File: src/rtl/gate_sequencer.sv
// Parking gate sequencer: arbitrates entry/exit requests, tracks occupancy
// and closes the gate after a car passes or the open window times out.
module gate_sequencer #(
  parameter int CAPACITY   = 8,
  parameter int CNT_W      = 4,
  parameter int OPEN_TICKS = 3
) (
  input  logic             clk,
  input  logic             reset,
  input  logic             tick,
  input  logic             entry_req,
  input  logic             exit_req,
  input  logic             pass,
  output logic             gate_open,
  output logic             dir_in,
  output logic [CNT_W-1:0] count,
  output logic             full,
  output logic             empty,
  output logic             timeout,
  output logic             busy
);

  localparam int TW = (OPEN_TICKS > 1) ? $clog2(OPEN_TICKS + 1) : 1;
  localparam logic [CNT_W-1:0] CAP = CNT_W'(CAPACITY);
  localparam logic [TW-1:0] TLAST = TW'(OPEN_TICKS - 1);

  typedef enum logic [1:0] {
    IDLE      = 2'd0,
    GRANT_IN  = 2'd1,
    GRANT_OUT = 2'd2,
    CLOSE     = 2'd3
  } state_t;

  state_t        state;
  logic [TW-1:0] tcnt;
  logic          last_in;
  logic          elig_in;
  logic          elig_out;
  logic          pick_in;

  assign full     = (count == CAP);
  assign empty    = (count == '0);
  assign busy     = (state != IDLE);
  assign elig_in  = entry_req && !full;
  assign elig_out = exit_req && !empty;
  // On a tie, serve the direction not served last time.
  assign pick_in  = elig_in && (!elig_out || !last_in);

  always_ff @(posedge clk or posedge reset) begin
    if (reset) begin
      state     <= IDLE;
      gate_open <= 1'b0;
      dir_in    <= 1'b0;
      count     <= '0;
      timeout   <= 1'b0;
      tcnt      <= '0;
      last_in   <= 1'b0;
    end else begin
      timeout <= 1'b0;
      unique case (state)
        IDLE: begin
          if (elig_in || elig_out) begin
            state     <= pick_in ? GRANT_IN : GRANT_OUT;
            gate_open <= 1'b1;
            dir_in    <= pick_in;
            last_in   <= pick_in;
            tcnt      <= '0;
          end
        end
        GRANT_IN, GRANT_OUT: begin
          if (pass) begin
            if (state == GRANT_IN && count != CAP)
              count <= count + 1'b1;
            else if (state == GRANT_OUT && count != '0)
              count <= count - 1'b1;
            state     <= CLOSE;
            gate_open <= 1'b0;
          end else if (tick) begin
            if (tcnt == TLAST) begin
              timeout   <= 1'b1;
              state     <= CLOSE;
              gate_open <= 1'b0;
            end else begin
              tcnt <= tcnt + 1'b1;
            end
          end
        end
        CLOSE: begin
          state <= IDLE;
        end
        default: begin
          state     <= IDLE;
          gate_open <= 1'b0;
        end
      endcase
    end
  end

endmodule

File: config.mk
export PLATFORM = sky130hd
export DESIGN_NAME = gate_sequencer
export DESIGN_NICKNAME = d
export VERILOG_FILES = /design/src/rtl/gate_sequencer.sv
export SDC_FILE = /design/constraint.sdc
export NUM_CORES = 1
export LEC_CHECK = 0
export ABC_AREA = 1
export CAP_MARGIN = 15
export CORE_MARGIN = 4
export CORE_UTILIZATION = 40
export DETAILED_ROUTE_END_ITERATION = 10
export SKIP_CTS_REPAIR_TIMING = 1
export SKIP_LAST_GASP = 1
export SYNTH_ARGS = -nofsm -noshare
export SYNTH_HDL_FRONTEND = slang
export SYNTH_SLANG_ARGS = --single-unit
File: constraint.sdc
create_clock -name clk -period 1.9 [get_ports clk]
set_input_delay 0.57 -clock clk [delete_from_list [all_inputs] [get_ports clk]]
set_output_delay 0.57 -clock clk [all_outputs]
set_load 0.01 [all_outputs]
==> impl_metrics.yaml <==
cts:
  htreeDepth: 1
  clk_pin_slew_ns: 0.07
  clock_latency_ns: 0.26
  cts_root_buffer: "clkbuf_4"
  cts_max_path_buffers: 2
  cts_tree: "built"
  cts_buffers: 3
  cts.sinks: 11
layout:
  layout-drive-gt1-share_pct: 27.7
  diodes: 0
  nets: 133
  layout-area-overhead-vs-synth_pct: 32.3
worst_setup_path:
  path_buf_inv: 2
  cp_max_fo: 5
  path_delay_family: "buffers and inverters"
  cp_data_arrival_time_ns: 1.49
  timing_worst_setup_path_type: "reg -> out"
  cp-end-kind: "output port"
  crit_required_ns: 1.33
  worst_path_max_delay_cell: "clkdlybuf4s50_1"
  cp-start-kind: "register"
  slowest_delay_ns: 0.52
  critical_path.cell_chain: "nor2_1 -> nand2_2 -> inv_1 -> clkdlybuf4s50_1"
pwr:
  leakage_nw: 0.555
  max-vdd-ir-drop_mv: 1.09
  total_power_w: 0.00198
  p_per_area_nw_per_um2: 1860
run:
  max-cap-violations: 0
synth:
  ys_seq_elements: 11
  yosysTopAreaCellShare_pct: 34.2
  ys_dominant_reg_cell: "dfrtp_1"
  yosys-top-cells-area: "dfrtp_1 (34%), nand2_1 (11%), ha_1 (9.3%), nand3_4 (6.5%), inv_1 (5.6%)"
  synth_edf_count: 0
  synth_common_cells: "nand2_1 (24), inv_1 (12), dfrtp_1 (11)"
  netlist_area_um2: 805
  synthArstFlopShare_pct: 100
  syn_nets: 107
  syn_area_per_cell_um2: 8.56
  synth.most_common_cell: "nand2_1"
  yosys.area.top_type: "dfrtp_1"
  yosysSeqAreaShare_pct: 34.2
  synthCells: 94
  ys_types: 20
  yosysWarnings: 0
timing:
  tightest_slew_ns: 0.434
  slew_headroom_pct: 71.1
  grt_setup_unrepaired: "true"
  fmax_mhz: 487
  worst_slack_ns: -0.155
  tns_ns: -0.310
  fin_worst_skew_ns: 0.00414
  drv_slew: 0
  min_period_ns: 2.06
  hold_viol: 0
  setup_viol: 3
  timing.final.crit_share_pct: 108
hold_path:
  holdCritPathClass: "reg -> reg"
run_status:
  violations: "setup timing"
  outcome: "complete, but fails checks"
floorplan:
  die_area_um2: 2790
  start_util_pct: 44.2
  rows: 15
  pin_count: 16
  die_w_um: 52.8
  die-height_um: 52.8
  design.core.area_um2: 1820
grt:
  antenna_found_initial: 0
  overflow: 0
  grt_max_degree: 12
  grt_pass1_wl_um: 2790
  grt.total_usage_pct: 13.7
  grt_pass1_vias: 656
drt:
  vias: 644
  vias_per_cell: 4.47
  drc_errors: 0
  final_antenna_net_count: 0
  wl_per_cell_um: 10.3
  drt-total-wl_um: 1490
  dr.first_iter.drc_count: 6
  firstDrtPassIters: 4
placement:
  gp_congestion: 0.733
  hpwl_um: 1260
  io_buffers: 15
==> power by group <==
group | switching (W) | total (W) | internal (W)
logic | 0.000750 | 0.00138 | 0.000635
registers | 0.0000904 | 0.000436 | 0.000346
clock network | 0.0000761 | 0.000157 | 0.0000811
==> through the flow <==
step | area (um2) | cells | hold slack [ns] | utilization (%) | setup WS, ns
after global routing | 1060 | 144 | 0.536 | 58.5 | -0.264
after detailed placement | 1030 | 140 | 0.480 | 56.6 | 0.0988
after floorplan | 805 | 94 | 0.422 | - | 0.315
after global placement | 1030 | 140 | 0.480 | 56.6 | 0.117
after CTS | 1060 | 144 | 0.499 | 58.1 | -0.220
final | 1060 | 144 | 0.499 | 58.5 | -0.155
==> final timing paths <==
check | startpoint | end | slack [ns] | cells past startpoint
min | tcnt[1] | tcnt[1] | 0.50 | 2
max in group asynchronous | reset | count[3] | 0.97 | 2
max | count[2] | empty | -0.16 | 4
min in group asynchronous | reset | last_in | 0.60 | 2
min reg2reg | tcnt[1] | tcnt[1] | 0.50 | 2
max reg2reg | state[1] | count[3] | 0.19 | 12
==> cells in the final DEF (no fill, tap or decap), drive strengths merged <==
master         count
nand3              8
clkbuf             4
ha                 6
fa                 1
a21oi              2
clkdlybuf4s50     13
o21ai              6
nand4              1
dlymetal6s2s       2
inv               16
nor2               6
o22ai              1
buf                6
dfrtp             11
nor3               1
xnor2              2
nand2             33
==> metal layers <==
metal | vias up | track usage [%] | wire [um]
met3 | 2 | 1.71 | 58
met2 | 10 | 23.8 | 748
met4 | 0 | 7.66 | 17
met5 | - | 0 | 0
met1 | 288 | 15.9 | 665
li1 | 344 | - | -
==> layout make-up <==
class,instances,area [um2]
well taps,25,31.3
inverters,16,60.1
multi-input cells,67,469
flip-flops and latches,11,278
fillers,164,756
repair buffers,21,200
clock buffers,4,26.3
==> registers in the layout, indices dropped and copies added (netlist names) <==
signal	count
tcnt	2
count	4
timeout	1
gate_open	1
last_in	1
state	2
==> cells by family after synthesis <==
logic type | synth area share (%)
simple gates | 36.4
compound gates | 7.93
xor+xnor | 2.18
fa+ha+maj | 11.8
flops | 34.2
buf+inv | 7.46
==> worst register-to-register path: cells and delay by family, from the launching register on <==
| family | cells | cell delay [ns] |
|---|---|---|
| compound gates | 1 | 0.03 |
| buf+inv | 3 | 0.19 |
| fa+ha+maj | 2 | 0.56 |
| flops | 1 | 0.40 |
| simple gates | 6 | 0.42 |
Note: power is estimated with default switching activity, not from simulation.
